--- src/rtl/hyper_pkg.sv ---
// Shared types for the HyperBus transaction arbiter: FSM states, payload layout, width helper.
package hyper_pkg;

  localparam int unsigned DefAddrWidth  = 32;
  localparam int unsigned DefBurstWidth = 16;

  typedef enum logic [1:0] {
    ST_IDLE  = 2'd0,
    ST_ISSUE = 2'd1,
    ST_BUSY  = 2'd2,
    ST_GAP   = 2'd3
  } state_e;

  typedef struct packed {
    logic [DefAddrWidth-1:0]  addr;
    logic                     write;
    logic [DefBurstWidth-1:0] burst;
  } hyper_trx_t;

  // Index width that stays at least one bit wide for single-entry vectors.
  function automatic int unsigned clog2_min1(input int unsigned n);
    return (n > 1) ? $clog2(n) : 1;
  endfunction

endpackage

--- src/rtl/hyper_rr_pick.sv ---
// Round-robin picker: first valid requester at or after rr_ptr_i, wrapping modulo NumReq.
module hyper_rr_pick
  import hyper_pkg::*;
#(
  parameter int unsigned NumReq = 2,
  parameter int unsigned PtrW   = clog2_min1(NumReq)
) (
  input  logic [PtrW-1:0]   rr_ptr_i,
  input  logic [NumReq-1:0] valid_i,
  output logic [NumReq-1:0] sel_oh_o,
  output logic [PtrW-1:0]   sel_idx_o,
  output logic              any_o
);

  logic        found;
  int unsigned j;

  always_comb begin
    sel_oh_o  = '0;
    sel_idx_o = '0;
    found     = 1'b0;
    j         = 0;
    for (int unsigned i = 0; i < NumReq; i++) begin
      j = (32'(rr_ptr_i) + i) % NumReq;
      if (!found && valid_i[PtrW'(j)]) begin
        found                 = 1'b1;
        sel_oh_o[PtrW'(j)]    = 1'b1;
        sel_idx_o             = PtrW'(j);
      end
    end
    any_o = found;
  end

endmodule

--- src/rtl/hyper_trx_arbiter.sv ---
// Round-robin arbiter sharing one HyperBus PHY transaction port, with chip-select decode
// and an enforced CS-high gap between transactions.
module hyper_trx_arbiter
  import hyper_pkg::*;
#(
  parameter  int unsigned NumReq     = 2,
  parameter  int unsigned AddrWidth  = DefAddrWidth,
  parameter  int unsigned BurstWidth = DefBurstWidth,
  parameter  int unsigned NumChips   = 2,
  parameter  int unsigned CsHiCycles = 2,
  localparam int unsigned PtrW       = clog2_min1(NumReq)
) (
  input  logic                         clk_i,
  input  logic                         rst_ni,
  input  logic [4:0]                   cfg_cs_shift_i,
  input  logic [NumReq-1:0]            req_valid_i,
  output logic [NumReq-1:0]            req_ready_o,
  input  logic [NumReq*AddrWidth-1:0]  req_addr_i,
  input  logic [NumReq-1:0]            req_write_i,
  input  logic [NumReq*BurstWidth-1:0] req_burst_i,
  output logic                         phy_valid_o,
  input  logic                         phy_ready_i,
  output logic [AddrWidth-1:0]         phy_addr_o,
  output logic                         phy_write_o,
  output logic [BurstWidth-1:0]        phy_burst_o,
  output logic [NumChips-1:0]          phy_cs_o,
  input  logic                         phy_done_i,
  output logic [PtrW-1:0]              grant_id_o,
  output logic                         busy_o
);

  localparam int unsigned IdxW = clog2_min1(NumChips);
  localparam int unsigned CntW = clog2_min1(CsHiCycles + 1);

  typedef struct packed {
    logic [AddrWidth-1:0]  addr;
    logic                  write;
    logic [BurstWidth-1:0] burst;
  } trx_t;

  state_e              state_q, state_d;
  logic [PtrW-1:0]     rr_ptr_q, rr_ptr_d;
  trx_t                trx_q, trx_d;
  logic [PtrW-1:0]     gid_q, gid_d;
  logic [NumChips-1:0] cs_q, cs_d;
  logic [CntW-1:0]     cnt_q, cnt_d;

  logic [NumReq-1:0]   sel_oh;
  logic [PtrW-1:0]     sel_idx;
  logic                any_valid;
  trx_t                cand;
  logic [IdxW-1:0]     cs_idx;
  logic [NumChips-1:0] cs_new;

  hyper_rr_pick #(
    .NumReq (NumReq),
    .PtrW   (PtrW)
  ) u_pick (
    .rr_ptr_i  (rr_ptr_q),
    .valid_i   (req_valid_i),
    .sel_oh_o  (sel_oh),
    .sel_idx_o (sel_idx),
    .any_o     (any_valid)
  );

  // Candidate payload and its clamped one-hot chip select, valid only in the latch cycle.
  always_comb begin
    cand.addr  = req_addr_i[32'(sel_idx)*AddrWidth +: AddrWidth];
    cand.write = req_write_i[sel_idx];
    cand.burst = req_burst_i[32'(sel_idx)*BurstWidth +: BurstWidth];
    cs_idx     = IdxW'(cand.addr >> cfg_cs_shift_i);
    if (32'(cs_idx) >= NumChips) cs_idx = IdxW'(NumChips - 1);
    cs_new     = NumChips'(1) << cs_idx;
  end

  always_comb begin
    state_d  = state_q;
    rr_ptr_d = rr_ptr_q;
    trx_d    = trx_q;
    gid_d    = gid_q;
    cs_d     = cs_q;
    cnt_d    = cnt_q;
    case (state_q)
      ST_IDLE: begin
        if (any_valid) begin
          trx_d    = cand;
          gid_d    = sel_idx;
          cs_d     = cs_new;
          rr_ptr_d = PtrW'((32'(sel_idx) + 1) % NumReq);
          state_d  = ST_ISSUE;
        end
      end
      ST_ISSUE: begin
        if (phy_ready_i) state_d = ST_BUSY;
      end
      ST_BUSY: begin
        if (phy_done_i) begin
          if (CsHiCycles > 0) begin
            state_d = ST_GAP;
            cnt_d   = CntW'(CsHiCycles - 1);
          end else begin
            state_d = ST_IDLE;
            cs_d    = '0;
          end
        end
      end
      ST_GAP: begin
        if (cnt_q == '0) begin
          state_d = ST_IDLE;
          cs_d    = '0;
        end else begin
          cnt_d = cnt_q - CntW'(1);
        end
      end
      default: state_d = ST_IDLE;
    endcase
  end

  always_ff @(posedge clk_i or negedge rst_ni) begin
    if (!rst_ni) begin
      state_q  <= ST_IDLE;
      rr_ptr_q <= '0;
      trx_q    <= '0;
      gid_q    <= '0;
      cs_q     <= '0;
      cnt_q    <= '0;
    end else begin
      state_q  <= state_d;
      rr_ptr_q <= rr_ptr_d;
      trx_q    <= trx_d;
      gid_q    <= gid_d;
      cs_q     <= cs_d;
      cnt_q    <= cnt_d;
    end
  end

  // Accept pulse is the only combinational output; it is masked while reset is held.
  assign req_ready_o = (rst_ni && state_q == ST_IDLE) ? sel_oh : '0;
  assign phy_valid_o = (state_q == ST_ISSUE);
  assign busy_o      = (state_q != ST_IDLE);
  assign phy_addr_o  = trx_q.addr;
  assign phy_write_o = trx_q.write;
  assign phy_burst_o = trx_q.burst;
  assign phy_cs_o    = cs_q;
  assign grant_id_o  = gid_q;

endmodule

--- config.mk ---
export PLATFORM = sky130hd
export DESIGN_NAME = hyper_trx_arbiter
export DESIGN_NICKNAME = d
export VERILOG_FILES = /design/src/rtl/hyper_pkg.sv /design/src/rtl/hyper_rr_pick.sv /design/src/rtl/hyper_trx_arbiter.sv
export SDC_FILE = /design/constraint.sdc
export NUM_CORES = 1
export LEC_CHECK = 0
export BUFFER_PORTS_ARGS = -buffer_cell sky130_fd_sc_hd__buf_2
export CORE_MARGIN = 1.5
export CORE_UTILIZATION = 33
export CTS_BUF_LIST = sky130_fd_sc_hd__clkbuf_2
export CTS_CLUSTER_DIAMETER = 120
export DETAILED_ROUTE_END_ITERATION = 10
export PLACE_DENSITY = 0.68
export SYNTH_ARGS = -nofsm -noshare
export SYNTH_HDL_FRONTEND = slang
export SYNTH_HIERARCHICAL = 1
export SYNTH_SLANG_ARGS = --single-unit
--- constraint.sdc ---
create_clock -name clk_i -period 2 [get_ports clk_i]
set_input_delay 0.1 -clock clk_i [delete_from_list [all_inputs] [get_ports clk_i]]
set_output_delay 0.1 -clock clk_i [all_outputs]
set_load 0.01 [all_outputs]
* Word level (Yosys, flattened, before mapping)
Cells that the tools add are included.
** Storage, ports and cells
- Register bits :: 57
- Bits of input ports :: 109
- Output and inout port bits :: 56
- Logic and storage cells :: 70
** Cells by class
- Add/subtract/negate cells :: 3
- Magnitude comparators :: 5
- Equality and inequality tests :: 8
- Shift-type cells :: 4
- Multiplexer cells :: 27
- Bitwise logic cells :: 1
- Reductions and logical operators :: 14
** Operators with widths (count)
- 64-bit by 7-bit variable part select with 32-bit output :: 1
- 32-bit by 6-bit variable part select with 16-bit output :: 1
- 32-bit by 5-bit >> shifter with 1-bit output :: 1
- 2-bit two-way mux :: 10
- 1-bit two-way mux :: 12
- 2-bit != test (second input constant) :: 4
- 2-bit case mux with 2 select lines :: 2
- 2-bit case mux with 4 select lines :: 1
- 1-bit by 2-bit < comparator with 1-bit output (second input constant) :: 3
- 3-bit AND reduction :: 2
- 2-bit nonzero test :: 3
- 2-bit equality test (second input constant) :: 2
- 1-bit logical AND :: 4
- 2-bit zero test :: 2
- 4-bit AND reduction :: 1
- 1-bit adder (second input constant) :: 2
- 1-bit demux with 1-bit select :: 2
- 2-bit by 1-bit equality test with 1-bit output (second input constant) :: 1
- 1-bit greater-or-equal comparator (second input constant) :: 2
- 2-bit by 1-bit != test with 1-bit output (second input constant) :: 1
- 2-bit OR :: 1
- 2-bit AND reduction :: 1
- 1-bit by 1-bit left shift with 2-bit output (first input constant) :: 1
- 2-bit by 1-bit subtractor with 2-bit output (second input constant) :: 1
- 1-bit zero test :: 1

* Logic depth before layout (Yosys ltp)
- Depth in word-level cells :: 11
- Gate-level depth with buffers :: 10
- Depth with buffers taken out :: 7

* Cells and area by module
Netlist, hierarchy kept.
** By module, submodules not included
- hyper_trx_arbiter :: times used 1, cells an instance 315, area each 3236.9 µm²
- hyper_rr_pick :: times used 1, cells an instance 5, area each 32.5 µm²

* Least setup slack after synthesis
No wires, ideal clock.
- Path type :: reg2reg
- Start point :: reg rr_ptr_q
- End point :: reg cs_q[1], in the netlist phy_cs_o[1]
- Setup time :: 0.141 ns
- Data arrival time :: 1.882 ns
- Required time :: 1.859 ns
- Slack :: -0.023 ns
- Cell stages (with the launch flop) :: 10
- Buffers on the path :: 2
- Cells stage by stage :: dfrtp_1 -> inv_1 -> a21boi_0 -> buf_6 -> buf_12 -> mux4_2 -> mux2i_1 -> o21ai_0 -> o41ai_1 -> a31oi_1
** Between the ends
- Longest elaborated chain between the ends :: 11
- Elaborated cells on any way between the ends :: 18
** RTL lines
- start, declared :: RTL line hyper_trx_arbiter.sv:42 : logic [PtrW-1:0] rr_ptr_q, rr_ptr_d;
- start signal, assigned :: RTL line hyper_trx_arbiter.sv:129 : rr_ptr_q <= rr_ptr_d;
- 1-bit two-way mux (implied by the code) (2 in a row) :: RTL line hyper_rr_pick.sv:25 : if (!found && valid_i[PtrW'(j)]) begin
- 1-bit two-way mux :: RTL line hyper_rr_pick.sv:25
- 1-bit zero test :: RTL line hyper_rr_pick.sv:25
- 1-bit logical AND :: RTL line hyper_rr_pick.sv:25
- 1-bit two-way mux * :: RTL line hyper_rr_pick.sv:25
- net sel_idx :: RTL line hyper_trx_arbiter.sv:49 : logic [PtrW-1:0] sel_idx;
- 64-bit by 7-bit variable part select with 32-bit output * :: RTL line hyper_trx_arbiter.sv:68 : cand.addr = req_addr_i[32'(sel_idx)*AddrWidth +: AddrWidth];
- 32-bit by 5-bit >> shifter with 1-bit output * :: RTL line hyper_trx_arbiter.sv:71 : cs_idx = IdxW'(cand.addr >> cfg_cs_shift_i);
- 1-bit by 1-bit left shift with 2-bit output * :: RTL line hyper_trx_arbiter.sv:73 : cs_new = NumChips'(1) << cs_idx;
- 2-bit two-way mux * :: RTL line hyper_trx_arbiter.sv:85 : if (any_valid) begin
- 2-bit case mux with 2 select lines * :: RTL line hyper_trx_arbiter.sv:83 : case (state_q)
- end signal, assigned :: RTL line hyper_trx_arbiter.sv:132 : cs_q <= cs_d;
- end, declared :: RTL line hyper_trx_arbiter.sv:45 : logic [NumChips-1:0] cs_q, cs_d;
The timed path passes the listed nets; every way through them passes the cells marked *. The select of a mux whose other input is x is not followed.
A chain may end at the register's enable or synchronous reset.

* Worst setup path after layout
Same ends and word-level chain as after synthesis.

==> key figures <==
Route
  – DR pass1 iterations: 5
  – Total number of vias: around 3700
  – DRT iter0 DRCs: 145
  – DR WL/cell: 16.0 um
  – Post-route DRC: 0
  – Post-route ant nets: 0
  – Vias per Instance: between 4 and 5
  – DRT Wirelength: 11.9 mm

Clocking
  – Clk sinks: 57
  – Worst-case clock buffer depth: 2
  – Num CTS Buffers: 9
  – Clock latency on the worst-skew pair: slightly below 500 ps
  – CTS root buf: clkbuf_2
  – H-tree depth: 3
  – CTS tree: built
  – Clock transition at the registers of the reported paths: approximately 160 ps

Yosys
  – Distinct cells, synth: 38
  – Seq/Total Area, Yosys: 0.436
  – EDFF count, synth: 0
  – FF+latch count, synth: 57
  – Cell count after synthesis: 320
  – FFs w/ async S/R, synth: 1.00
  – Post-Syn Area: 3270 sq um
  – Ys flop type: dfrtp_1
  – Post-Syn Nets: ~430
  – Syn_area_per_cell: 10.2 sq um
  – Yosys warnings: 6

Global route
  – Largest net degree at the start of global routing: 60
  – Number of global-route vias before repair: 3692
  – Global-route usage over all layers: 0.221
  – Initial antenna violation count: 0
  – Total gr overflow: 0
  – First-pass GRT wire length: 17.6 mm

STA
  – Worst slew pin tran: about 770 ps
  – Relative slew slack: 0.486
  – Final WS setup: -120 ps
  – Fin. max-slew vios: 0
  – Hold Violations, Final: 0
  – Peak Freq: 0.472 GHz
  – Final period utilization: 1.06
  – Endpoints failing setup: 3
  – Skew final: 25.4 ps
  – Worst hold slack: 66.9 ps
  – Setup TNS: -242 ps
  – RSZ-0062 raised after global routing: yes
  – Fin crit period: 2120 ps

Worst setup path
  – Worst path slowest cell: dfrtp_1
  – R2r endpoint: phy_cs_o[1]$_DFFE_PN0P_
  – Kind of critical path: flip-flop to flip-flop
  – Critical Path Max Stage Delay: 390 ps
  – Worst path required time: 2360 ps
  – Crit-path cells: inv_2 > a21boi_4 > buf_12 > buf_12 > mux2i_4 > a22oi_1 > a31o_1 > o41ai_2 > a31oi_1
  – Most used cell, CP: buf_12
  – R2r setup slk: -120 ps
  – Worst path arrival time: 2480 ps
  – R2R depth: 9
  – Critical Path End Type: flip-flop
  – CP startpoint kind: flip-flop
  – Worst path bufs/invs: 3
  – Reg-to-Reg Start: rr_ptr_q$_DFFE_PN0P_
  – CP delay by family, top: compound AO/OA/AOI/OAI gates
  – CP max FO: 7

Floorplanning
  – Initial Util: 0.338
  – Num ports: 165
  – Die Area: 10500 sq um
  – Core area: 9680 sq um
  – Die Height: just over 100 um
  – Rows: 36
  – Die width: about 100 um

Power and ir drop
  – Clock power share: 0.121
  – P_leak: 2.89 nW
  – Sw power: roughly 2.4 mW
  – Combinational share of power: 0.539
  – Peak VDD IR: 458 uV
  – Sequential share of power: 0.341
  – Sw Ratio: 0.405
  – Pwr/cell area: 1020 nW/um^2
  – Int Power: 3.48 mW

Final layout
  – Ant. Diodes: 0
  – Final Cell Area: 5740 sq um
  – Area Growth Syn to Fin: 75.5%
  – Fillers: 820
  – Layout cells sized above 1: 0.394
  – Post-Route Utilization: 0.592
  – Final net count: 721

Min path
  – Worst Hold Class: input pin to flip-flop
  – Endpoint, Worst Hold: phy_cs_o[1]$_DFFE_PN0P_
  – Critical hold path startpoint: cfg_cs_shift_i[3]
  – Hold Path Depth: 3

Place
  – Post-detail-place hpwl: 7.16 mm
  – # port buffers: roughly 160
  – Post-DP Area: about 4300 sq um
  – GPL Wtd Cong: about 0.87
  – Pre-CTS WS: -221 ps

Status
  – Run status: complete, but fails checks
  – Failing checks: negative setup slack

Job
  – Max Cap Viol: 0
-- what timing repair did --
| item | in CTS | in global routing |
|---|---|---|
| pin swaps | 2 | 0 |
| hold buffers | 101 | 6 |
| hold endpoints to repair | 108 | 6 |
| buffers inserted | 6 | 7 |
| gates resized for setup | 11 | 33 |
| gates cloned | 1 | 1 |
| endpoints found under the setup margin | 2 | 20 |
-- sequential cells by signal (all words and copies together) (netlist names) --
register	cells
state_q	2
phy_write_o	1
rr_ptr_q	1
phy_burst_o	16
phy_addr_o	32
phy_cs_o	2
cnt_q	2
grant_id_o	1
-- Yosys cell counts (2+ instances only) --
master | n | area [sq um]
a21boi_0 | 3 | 22.5
a21oi_1 | 6 | 30.0
a22oi_1 | 3 | 22.5
a31o_1 | 2 | 17.5
and2_1 | 2 | 12.5
and3_1 | 4 | 25.0
buf_2 | 4 | 20.0
buf_6 | 3 | 33.8
clkbuf_1 | 11 | 41.3
dfrtp_1 | 57 | 1430
ha_1 | 5 | 62.6
inv_1 | 8 | 30.0
mux2_2 | 2 | 22.5
mux2i_1 | 53 | 531
mux4_1 | 4 | 105
mux4_2 | 6 | 135
nand2_1 | 59 | 221
nand2b_1 | 2 | 12.5
nor2_1 | 8 | 30.0
nor2b_1 | 6 | 37.5
nor3_1 | 2 | 10.0
o21ai_0 | 53 | 265
o31ai_1 | 2 | 15.0
-- worst min-delay path: stages --
cell and delay (ps):
buf_2 130, o311a_1 200, a31oi_1 100
-- power by group through the flow --
| stage | clock, mW | sequential, mW | combinational (mW) |
|---|---|---|---|
| final | 0.707 | 1.99 | 3.15 |
| after global routing | 0.782 | 2.06 | 3.50 |
| after CTS | 0.727 | 1.99 | 2.98 |
| after detailed placement | 0 | 2.01 | 2.67 |
| after global placement | 0 | 1.99 | 2.61 |
| after floorplan | 0 | 2.23 | 1.35 |
-- cell families after synthesis --
logic type	Yosys count	share of synthesized area
multiplexers	65	0.243
AO/OA/AOI/OAI	79	0.142
adder cells (fa/ha/maj)	5	0.0191
flip-flops	57	0.436
AND/OR/NAND/NOR	86	0.113
buffers and inverters	28	0.0467
-- layer usage --
metal  track usage  up-vias  wire, um
li1              -     1718         -
met1         0.247     1741      4620
met2         0.387      170      6120
met3        0.0617       39       744
met4         0.112        0       456
met5             0        -         0
-- stage by stage --
step	cells	power, mW
floorplan	320	3.58
global placement	613	4.60
detailed placement	613	4.68
CTS	736	5.69
global route	744	6.35
finish	744	5.86
-- cells in the final DEF (no fill, tap or decap), types with 4 or more instances in the layout --
cell	count
mux2i_1	39
clkbuf_2	10
mux2i_4	9
o21ai_0	53
ha_1	5
and3_1	4
nor2_1	8
dlygate4sd3_1	92
mux2i_2	5
mux4_2	9
dlymetal6s4s_1	9
nand2_1	58
buf_4	23
a21oi_1	6
nor2b_1	6
dfrtp_1	57
inv_1	7
buf_2	164
-- layout make-up --
cell class	count	area, sq um	share of cell area
multi-input cells	235	1840	0.321
flip-flops and latches	57	1430	0.249
repair buffers	296	2180	0.379
well taps	133	166	0.0290
clock inverters	5	47.5	0.00829
inverters	8	30.0	0.00523
clock buffers	10	50.0	0.00872
-- worst max-delay path by stage --
| stage | from | depth (start not counted) | slack, ps | end |
|---|---|---|---|---|
| global placement | rr_ptr_q$_DFFE_PN0P_ | 8 | -100 | phy_cs_o[1]$_DFFE_PN0P_ |
| finish | rr_ptr_q$_DFFE_PN0P_ | 9 | -120 | phy_cs_o[1]$_DFFE_PN0P_ |
| CTS | rr_ptr_q$_DFFE_PN0P_ | 10 | -110 | phy_cs_o[0]$_DFFE_PN0P_ |
| floorplan | rr_ptr_q$_DFFE_PN0P_ | 9 | 30 | phy_cs_o[1]$_DFFE_PN0P_ |
| global route | rr_ptr_q$_DFFE_PN0P_ | 9 | -290 | phy_cs_o[1]$_DFFE_PN0P_ |
| detailed placement | rr_ptr_q$_DFFE_PN0P_ | 8 | -220 | phy_cs_o[1]$_DFFE_PN0P_ |
(Power assumes the default switching activity.)
